## src/rtl/arcsin_pkg.sv

```systemverilog
// Shared types and constants for the arcsin result path.
package arcsin_pkg;

  localparam int ANGLE_W = 8;

  // One start bit, eight data bits, one stop bit.
  localparam int UART_FRAME_BITS = 10;

  // Data bits per frame.
  localparam int UART_DATA_BITS = UART_FRAME_BITS - 2;

  typedef logic [ANGLE_W-1:0] angle_t;

  // Serialiser states:
  //   IDLE  | line high, waiting for a buffered code
  //   START | start bit (line low) for one bit period
  //   DATA  | eight data bits, LSB first
  //   STOP  | stop bit (line high), then next code or IDLE
  typedef enum logic [1:0] {
    IDLE  = 2'd0,
    START = 2'd1,
    DATA  = 2'd2,
    STOP  = 2'd3
  } tx_state_e;

endpackage

```

## src/rtl/arcsin_sync_fifo.sv

```systemverilog
// Synchronous first-word-fall-through FIFO. The head entry is presented on
// data_o whenever the FIFO is non-empty. A push is refused while full, even
// if a pop happens on the same edge; a pop is ignored while empty.
module arcsin_sync_fifo
  import arcsin_pkg::*;
#(
  parameter int WIDTH = ANGLE_W,
  parameter int DEPTH = 8,
  localparam int AW = (DEPTH > 1) ? $clog2(DEPTH) : 1,
  localparam int CW = $clog2(DEPTH + 1)
) (
  input  logic             clk_i,
  input  logic             rst_i,
  input  logic             push_i,
  input  logic [WIDTH-1:0] data_i,
  input  logic             pop_i,
  output logic [WIDTH-1:0] data_o,
  output logic             full_o,
  output logic             empty_o,
  output logic [CW-1:0]    count_o
);

  logic [WIDTH-1:0] mem_q [DEPTH];
  logic [AW-1:0]    wr_ptr_q;
  logic [AW-1:0]    wr_ptr_d;
  logic [AW-1:0]    rd_ptr_q;
  logic [AW-1:0]    rd_ptr_d;
  logic [CW-1:0]    count_q;
  logic [CW-1:0]    count_d;
  logic             push_ok;
  logic             pop_ok;

  assign full_o  = (count_q == CW'(DEPTH));
  assign empty_o = (count_q == '0);
  assign push_ok = push_i && !full_o;
  assign pop_ok  = pop_i && !empty_o;
  assign data_o  = mem_q[rd_ptr_q];
  assign count_o = count_q;

  // Next pointer/occupancy values; pointers wrap naturally (DEPTH is 2^AW).
  always_comb begin
    wr_ptr_d = wr_ptr_q;
    rd_ptr_d = rd_ptr_q;
    count_d  = count_q;
    if (push_ok) begin
      wr_ptr_d = wr_ptr_q + AW'(1);
    end
    if (pop_ok) begin
      rd_ptr_d = rd_ptr_q + AW'(1);
    end
    case ({push_ok, pop_ok})
      2'b10:   count_d = count_q + CW'(1);
      2'b01:   count_d = count_q - CW'(1);
      default: count_d = count_q;
    endcase
  end

  // Storage array; left without reset since occupancy guards every read.
  always_ff @(posedge clk_i) begin
    if (push_ok) begin
      mem_q[wr_ptr_q] <= data_i;
    end
  end

  // Pointer and occupancy registers.
  always_ff @(posedge clk_i or posedge rst_i) begin
    if (rst_i) begin
      wr_ptr_q <= '0;
      rd_ptr_q <= '0;
      count_q  <= '0;
    end else begin
      wr_ptr_q <= wr_ptr_d;
      rd_ptr_q <= rd_ptr_d;
      count_q  <= count_d;
    end
  end

endmodule

```

## src/rtl/arcsin_result_tx.sv

```systemverilog
// Buffers arcsin result codes in a small FIFO and sends each one as an
// 8N1 serial frame. Codes arriving while the FIFO is full are dropped and
// counted in a saturating counter. All outputs come straight from registers.
module arcsin_result_tx
  import arcsin_pkg::*;
#(
  parameter int CLK_DIV    = 868,
  parameter int FIFO_DEPTH = 8,
  parameter int DROP_W     = 8
) (
  input  logic              CLK_I,
  input  logic              RST_I,
  input  logic [7:0]        DATA_I,
  input  logic              VALID_I,
  output logic              READY_O,
  output logic              TX_O,
  output logic              BUSY_O,
  output logic [DROP_W-1:0] DROP_CNT_O
);

  localparam int TW = (CLK_DIV > 1) ? $clog2(CLK_DIV) : 1;
  localparam int CW = $clog2(FIFO_DEPTH + 1);

  // FIFO interface
  angle_t        fifo_head;
  logic          fifo_full;
  logic          fifo_empty;
  logic [CW-1:0] fifo_count;
  logic [CW-1:0] count_nxt;
  logic          push;
  logic          drop;
  logic          pop;

  // Serialiser state
  tx_state_e     state_q;
  tx_state_e     state_d;
  logic [TW-1:0] timer_q;
  logic [TW-1:0] timer_d;
  logic [2:0]    bit_idx_q;
  logic [2:0]    bit_idx_d;
  angle_t        shift_q;
  angle_t        shift_d;
  logic          tx_q;
  logic          tx_d;
  logic          bit_end;

  // Status registers
  logic              busy_q;
  logic              busy_d;
  logic              ready_q;
  logic              ready_d;
  logic [DROP_W-1:0] drop_q;
  logic [DROP_W-1:0] drop_d;

  // fifo_full decodes the same occupancy register that READY_O is derived
  // from, so push/drop always agree with what the producer sees on READY_O.
  assign push = VALID_I && !fifo_full;
  assign drop = VALID_I && fifo_full;

  arcsin_sync_fifo #(
    .WIDTH (ANGLE_W),
    .DEPTH (FIFO_DEPTH)
  ) u_fifo (
    .clk_i   (CLK_I),
    .rst_i   (RST_I),
    .push_i  (push),
    .data_i  (DATA_I),
    .pop_i   (pop),
    .data_o  (fifo_head),
    .full_o  (fifo_full),
    .empty_o (fifo_empty),
    .count_o (fifo_count)
  );

  // Occupancy after this edge, used to register READY_O and BUSY_O so they
  // line up with the FIFO state rather than lagging it by a cycle.
  assign count_nxt = fifo_count + CW'(push) - CW'(pop);

  assign bit_end = (timer_q == TW'(CLK_DIV - 1));

  // Frame sequencing; tx_d is the line level for the state being entered.
  always_comb begin
    state_d   = state_q;
    timer_d   = timer_q;
    bit_idx_d = bit_idx_q;
    shift_d   = shift_q;
    tx_d      = tx_q;
    pop       = 1'b0;
    case (state_q)
      IDLE: begin
        timer_d = '0;
        tx_d    = 1'b1;
        if (!fifo_empty) begin
          pop     = 1'b1;
          shift_d = fifo_head;
          state_d = START;
          tx_d    = 1'b0;
        end
      end
      START: begin
        if (bit_end) begin
          timer_d   = '0;
          bit_idx_d = '0;
          state_d   = DATA;
          tx_d      = shift_q[0];
        end else begin
          timer_d = timer_q + TW'(1);
        end
      end
      DATA: begin
        if (bit_end) begin
          timer_d = '0;
          if (bit_idx_q == 3'(UART_DATA_BITS - 1)) begin
            state_d = STOP;
            tx_d    = 1'b1;
          end else begin
            bit_idx_d = bit_idx_q + 3'd1;
            shift_d   = shift_q >> 1;
            tx_d      = shift_q[1];
          end
        end else begin
          timer_d = timer_q + TW'(1);
        end
      end
      STOP: begin
        if (bit_end) begin
          timer_d = '0;
          // Chain straight into the next start bit so back-to-back codes
          // leave no idle gap on the line.
          if (!fifo_empty) begin
            pop     = 1'b1;
            shift_d = fifo_head;
            state_d = START;
            tx_d    = 1'b0;
          end else begin
            state_d = IDLE;
            tx_d    = 1'b1;
          end
        end else begin
          timer_d = timer_q + TW'(1);
        end
      end
      default: begin
        state_d = IDLE;
        timer_d = '0;
        tx_d    = 1'b1;
      end
    endcase
  end

  // Status next-state: busy/ready follow the post-edge state and occupancy.
  always_comb begin
    busy_d  = (state_d != IDLE) || (count_nxt != '0);
    ready_d = (count_nxt != CW'(FIFO_DEPTH));
    drop_d  = drop_q;
    if (drop && (drop_q != {DROP_W{1'b1}})) begin
      drop_d = drop_q + DROP_W'(1);
    end
  end

  // Serialiser registers; reset aborts any frame and parks the line high.
  always_ff @(posedge CLK_I or posedge RST_I) begin
    if (RST_I) begin
      state_q   <= IDLE;
      timer_q   <= '0;
      bit_idx_q <= '0;
      shift_q   <= '0;
      tx_q      <= 1'b1;
    end else begin
      state_q   <= state_d;
      timer_q   <= timer_d;
      bit_idx_q <= bit_idx_d;
      shift_q   <= shift_d;
      tx_q      <= tx_d;
    end
  end

  // Status registers.
  always_ff @(posedge CLK_I or posedge RST_I) begin
    if (RST_I) begin
      busy_q  <= 1'b0;
      ready_q <= 1'b1;
      drop_q  <= '0;
    end else begin
      busy_q  <= busy_d;
      ready_q <= ready_d;
      drop_q  <= drop_d;
    end
  end

  assign TX_O       = tx_q;
  assign BUSY_O     = busy_q;
  assign READY_O    = ready_q;
  assign DROP_CNT_O = drop_q;

endmodule

```

## config.mk

```make
export PLATFORM = sky130hd
export DESIGN_NAME = arcsin_result_tx
export DESIGN_NICKNAME = d
export VERILOG_FILES = /design/src/rtl/arcsin_pkg.sv /design/src/rtl/arcsin_sync_fifo.sv /design/src/rtl/arcsin_result_tx.sv
export SDC_FILE = /design/constraint.sdc
export NUM_CORES = 1
export LEC_CHECK = 0
export BUFFER_PORTS_ARGS = -buffer_cell sky130_fd_sc_hd__buf_2
export CELL_PAD_IN_SITES_DETAIL_PLACEMENT = 1
export CELL_PAD_IN_SITES_GLOBAL_PLACEMENT = 1
export CORE_MARGIN = 2
export CORE_UTILIZATION = 30
export CTS_CLUSTER_DIAMETER = 200
export CTS_CLUSTER_SIZE = 25
export DETAILED_ROUTE_END_ITERATION = 7
export PLACE_DENSITY = 0.62
export SYNTH_ARGS = -nofsm -noshare
export SYNTH_HDL_FRONTEND = slang
export SYNTH_SLANG_ARGS = --single-unit
```

## constraint.sdc

```tcl
create_clock -name CLK_I -period 3.1 [get_ports CLK_I]
set_input_delay 0.155 -clock CLK_I [delete_from_list [all_inputs] [get_ports CLK_I]]
set_output_delay 0.155 -clock CLK_I [all_outputs]
set_load 0.05 [all_outputs]
```

# Word level (Yosys, flattened, before mapping)

Memories as Yosys holds them, arrays and structs flattened.
Index checks and enable logic that the tools add are counted.

Multiplexer cells: 30
Equality and inequality tests: 14
Add/subtract/negate cells: 9
Bitwise gates (word level): 0
Multipliers: 0
Reduce and logical (&&, ||, !) cells: 19
$lt $le $gt $ge: 0
Shift operators: 0
Divide/modulo/power cells: 0

Operator list:

| operator                | count |
|---|---|
| $mux W8                 | 4 |
| $pmux W8 S3             | 1 |
| $pmux W10 S2            | 1 |
| $add A10 B1 Y10 const B | 1 |
| $eq A10 B10 Y1 const B  | 1 |
| $mux W1                 | 10 |
| $mux W10                | 1 |
| $mux W2                 | 5 |
| $add A3 B1 Y3 const B   | 3 |
| $mux W3                 | 3 |
| $add A8 B1 Y8 const B   | 1 |
| $ne A2 B2 Y1 const B    | 4 |
| $ne A8 B8 Y1 const B    | 1 |
| $pmux W2 S4             | 1 |
| $pmux W4 S2             | 1 |
| $reduce_and A4 Y1       | 2 |
| $eq A2 B2 Y1 const B    | 3 |
| $pmux W3 S2             | 1 |
| $reduce_bool A2 Y1      | 3 |
| $logic_and A1 B1 Y1     | 5 |
| $add A4 B1 Y4           | 1 |
| $add A4 B1 Y4 const B   | 1 |
| $eq A2 B1 Y1 const B    | 2 |
| $eq A4 B4 Y1 const B    | 1 |
| other kinds (14)        | 15 |

Output and inout bits: 11
Bits in latches: 0
Memories kept: 1
Input port bits: 11
Bits in writable memories: 64
Bits in registers: 44
Logic and storage cells: 84
Memory bits (read-only): 0

Memory list:

| name         | words | bits a word | rd ports | clocked after Yosys merged registers in | write ports | RTL line               | RTL |
|---|---|---|---|---|---|---|---|
| u_fifo.mem_q | 8     | 8           | 1        | 0                                       | 1           | arcsin_sync_fifo.sv:23 | `logic [WIDTH-1:0] mem_q [DEPTH];` |

# Longest topological paths before layout

Depth after elaboration: 7
Gate-level depth with buffers: 13

# Cells and area by module

Synthesis repeated with hierarchy kept, for this count alone.

Cells, all modules: 344
Area total of the unflattened synthesis: 5151.2 um2

By module, submodules not included:

| module           | area each (um2) | cells each | seq. area each (um2) | instances |
|---|---|---|---|---|
| arcsin_sync_fifo | 3135.5          | 161        | 2172.1               | 1 |
| arcsin_result_tx | 2015.7          | 183        | 853.3                | 1 |

# Worst setup path before layout

OpenSTA, ideal clock, no wires.

Kind: register -> register
Start: register timer_q[0]
End: register busy_q (netlist: BUSY_O)
Stages on the path, launching flop included: 14
Path slack: 265 ps
Arrival time: 2704 ps
Path through: dfrtp_1 ha_1 nor3b_4 a41oi_1 nor3_1 ha_1 inv_1 ha_1 inv_1 fa_1 xnor2_1 nor3b_1 nand2b_1 or3_1

Longest elaborated chain between the ends: 6
Elaborated cells on any way between the ends: 11

Ends and longest elaborated chain:

| element                  | RTL line                | RTL |
|---|---|---|
| start: declaration       | arcsin_result_tx.sv:37  | `logic [TW-1:0] timer_q;` |
| start signal: assignment | arcsin_result_tx.sv:171 | `timer_q <= timer_d;` |
| $eq A10 B10 Y1 (*)       | arcsin_result_tx.sv:79  | `assign bit_end = (timer_q == TW'(CLK_DIV - 1));` |
| $mux W1                  | arcsin_result_tx.sv:126 | `if (bit_end) begin` |
| $pmux W1 S2              | arcsin_result_tx.sv:89  | `case (state_q)` |
| $sub A4 B1 Y4            | arcsin_result_tx.sv:77  | `assign count_nxt = fifo_count + CW'(push) - CW'(pop);` |
| $reduce_bool A4 Y1       | arcsin_result_tx.sv:153 | `busy_d = (state_d != IDLE) \|\| (count_nxt != '0);` |
| $logic_or A1 B1 Y1 (*)   | arcsin_result_tx.sv:153 |  |
| named net busy_d         | arcsin_result_tx.sv:49  | `logic busy_d;` |
| end signal: assignment   | arcsin_result_tx.sv:185 | `busy_q <= busy_d;` |
| end: declaration         | arcsin_result_tx.sv:48  | `logic busy_q;` |

Mark *: on every way through the listed nets, which the timed path passes. The rest lies on a longest branch.
A chain may end at the register's enable or synchronous reset.

# Worst setup path after layout

Start: register timer_q[1]
End: register busy_q (netlist: BUSY_O)

Same word-level chain as after synthesis.

==> flow_metrics.tcl <==
set metrics [dict create \
    min_period_ns 2.94 \
    io_pins 22 \
    overflow 0 \
    slew_headroom 0.359 \
    synthTopCellsByArea "edfxtp_1, dfrtp_1, ha_1" \
    synth_top_area_cell "edfxtp_1" \
    wl_per_cell_um 16.7 \
    vias_per_cell 4.77 \
    fin_crit_sh 0.947 \
    start_kind "flop" \
    drt_wl_total_um 10300 \
    vias 2939 \
    gp_congestion 0.762 \
    start_util 0.308 \
    drt_iter0_drc 154 \
    coreArea_mm2 0.0159 \
    synthFlopType "edfxtp_1" \
    nNetsFinal 428 \
    grt_pass1_wl_um 17000 \
    end_kind "flop" \
    clock_power_share 0.330 \
    synth_warnings 0 \
    avgSynthCellArea_um2 13.8 \
    clk_path_buf_depth 2 \
    skew_ns 0.00804 \
    hold_viol_final 0 \
    clk_pin_slew_worst_paths_ns 0.07 \
    first_global_vias 3181 \
    ys_ff_latch 108 \
    ant_nets 0 \
    antennaDiodeCount 0 \
    port_buffers 21 \
    worst_ep_arrival_time_ns 3.16 \
    seqPwrFrac 0.474 \
    syn_area_mm2 0.00491 \
    p_int_mw 2.75 \
    synth.most_common_cell "edfxtp_1" \
    grt_util_all_layers 0.124 \
    worst_slew_pin_slew_ns 0.960 \
    critPathRequiredTime_ns 3.33 \
    syn-instance-count 356 \
    clock-root-buffer "clkbuf_16" \
    cap_violations 0 \
    status "completed" \
    ys_types 49 \
    synth_commonest_cells "edfxtp_1, dfrtp_1, nor2_1, mux2i_1, nand2_1" \
    hold_class "in -> async" \
    antenna_found_initial 0 \
    power.density_mw_per_mm2 678 \
    grt_start_max_net_pins 45 \
    fp-row-count 46 \
    fmax_mhz 341 \
    path_class "reg -> reg" \
    cts-htree-levels 3 \
    synth.top_cell.area_share 0.392 \
    die_w_um 132 \
    crit_path_max_fanout 3 \
    firstDrtPassIters 4 \
    die_area_mm2 0.0174 \
    insertion_delay_ns 0.35 \
    dp.cells 599 \
    syn_nets 389 \
    synth-async-reset-ratio 0.407 \
    syn_to_final_growth_pct 16.7 \
    p_sw_frac 0.291 \
    ir_drop_uv 244 \
    drv_slew 0 \
    fin_hold_ws_ns 0.0269 \
    drt_drc_violations_left 0 \
    switchingPower_mw 1.13 \
    seq_area_frac_synth 0.617 \
    cts_buffers 9 \
    die_h_um 132 \
    setup_viol 0 \
    cts_hold_buf 0 \
    synth_edf_count 64 \
    drive_gt1_frac 0.195 \
    fin_total_pwr_mw 3.88 \
    fin_cells 616 \
    tritoncts "yes" \
    hpwl_um 7170 \
    power_frac_comb 0.196 \
    leakage_nw 2.17 \
    cts_sinks 108 \
]
state kept, by name, summed over array words and instances, names as in the netlist:
| signal | flops |
|---|---|
| u_fifo.mem_q | 64 |
| timer_q | 10 |
| DROP_CNT_O | 8 |
| shift_q | 8 |
| u_fifo.count_o | 4 |
| bit_idx_q | 3 |
| u_fifo.rd_ptr_q | 3 |
| u_fifo.wr_ptr_q | 3 |
| state_q | 2 |
| BUSY_O | 1 |
| READY_O | 1 |
| TX_O | 1 |
power by group through the flow:
stage	Sequential (mW)	Combinational (mW)	Clock, mW
finish	1.84	0.763	1.28
CTS	1.84	0.762	1.32
floorplan	1.92	0.456	0
detailed placement	1.87	0.756	0
global route	1.86	0.861	1.37
global placement	1.86	0.724	0
placed cells by master (no fill, tap or decap), drive strengths merged, types with 2 or more instances in the layout:
cell	instances
dfrtp	42
nor3b	3
nor2b	8
ha	20
mux2	3
mux4	4
dfstp	2
mux2i	21
a22oi	9
a21oi	8
xor2	11
fa	2
nor3	5
and3	4
buf	37
o2bb2ai	10
and4	2
clkbuf	9
nand3	7
xnor2	13
a32oi	6
inv	19
o21ai	5
a41oi	2
bufinv	2
a211oi	6
nor2	29
a21o	4
edfxtp	64
nand4	3
nand2	21
nand2b	5
cell type report:
class,instances,area [µm²]
well taps,216,270
clock inverters,7,114
flip-flops and latches,108,3030
clock buffers,9,225
inverters,15,56.3
fillers,1693,10200
repair buffers,37,225
multi-input cells,224,1810
through the flow:
stage / utilization / setup TNS [ns] / setup slack, ns / instance area (µm²)
global route: 0.359 / -0.00956 / -0.00956 / 5730
floorplan: - / 0 / 0.265 / 4910
finish: 0.359 / 0 / 0.165 / 5730
detailed placement: 0.336 / 0 / 0.0665 / 5360
global placement: 0.336 / 0 / 0.193 / 5360
CTS: 0.357 / 0 / 0.0413 / 5690
what timing repair did:
item                                    4_1_cts  5_1_grt
gates resized for setup                       0        6
buffers inserted                              0        1
endpoints found under the setup margin        0        1
layer usage:
metal | share of wire | wire, µm | vias up | GRT usage
li1 | - | - | 1406 | -
met1 | 0.49 | 5010 | 1494 | 0.171
met2 | 0.47 | 4890 | 30 | 0.199
met3 | 0.024 | 245 | 9 | 0.0219
met4 | 0.015 | 150 | 0 | 0.0399
met5 | 0 | 0 | - | 0
worst max-delay path, cell delays in order (launching register included):
cell and delay, ns:
dfrtp_1 0.38, ha_2 0.21, nor3b_4 0.22, a41oi_2 0.18, nor3_2 0.22, ha_1 0.25, inv_1 0.06, ha_2 0.17
inv_1 0.05, fa_2 0.33, xnor2_1 0.15, nor3b_2 0.22, nand2b_1 0.07, or3_1 0.30
cells by family (layout without fill, tap and decap cells):
logic type | Yosys count | count (layout) | share of synthesized area
buf+inv | 24 | 68 | 0.0194
simple gates | 92 | 92 | 0.101
flops | 108 | 108 | 0.617
fa+ha+maj | 22 | 22 | 0.0592
xor+xnor | 24 | 24 | 0.0428
compound gates | 58 | 58 | 0.0928
mux | 28 | 28 | 0.0681
final timing paths:
path	slack [ns]	end	cells past startpoint	start
max in group asynchronous	2.48	shift_q[2]	2	RST_I
worst min-delay path	0.03	DROP_CNT_O[5]	2	RST_I
worst max-delay path	0.16	BUSY_O	13	timer_q[1]
worst max register to register	0.16	BUSY_O	13	timer_q[1]
worst min register to register	0.50	DROP_CNT_O[5]	1	DROP_CNT_O[5]
min in group CLK_I	0.07	u_fifo.mem_q[4][6]	1	DATA_I[6]
Note: power is estimated with default switching activity, not from simulation.
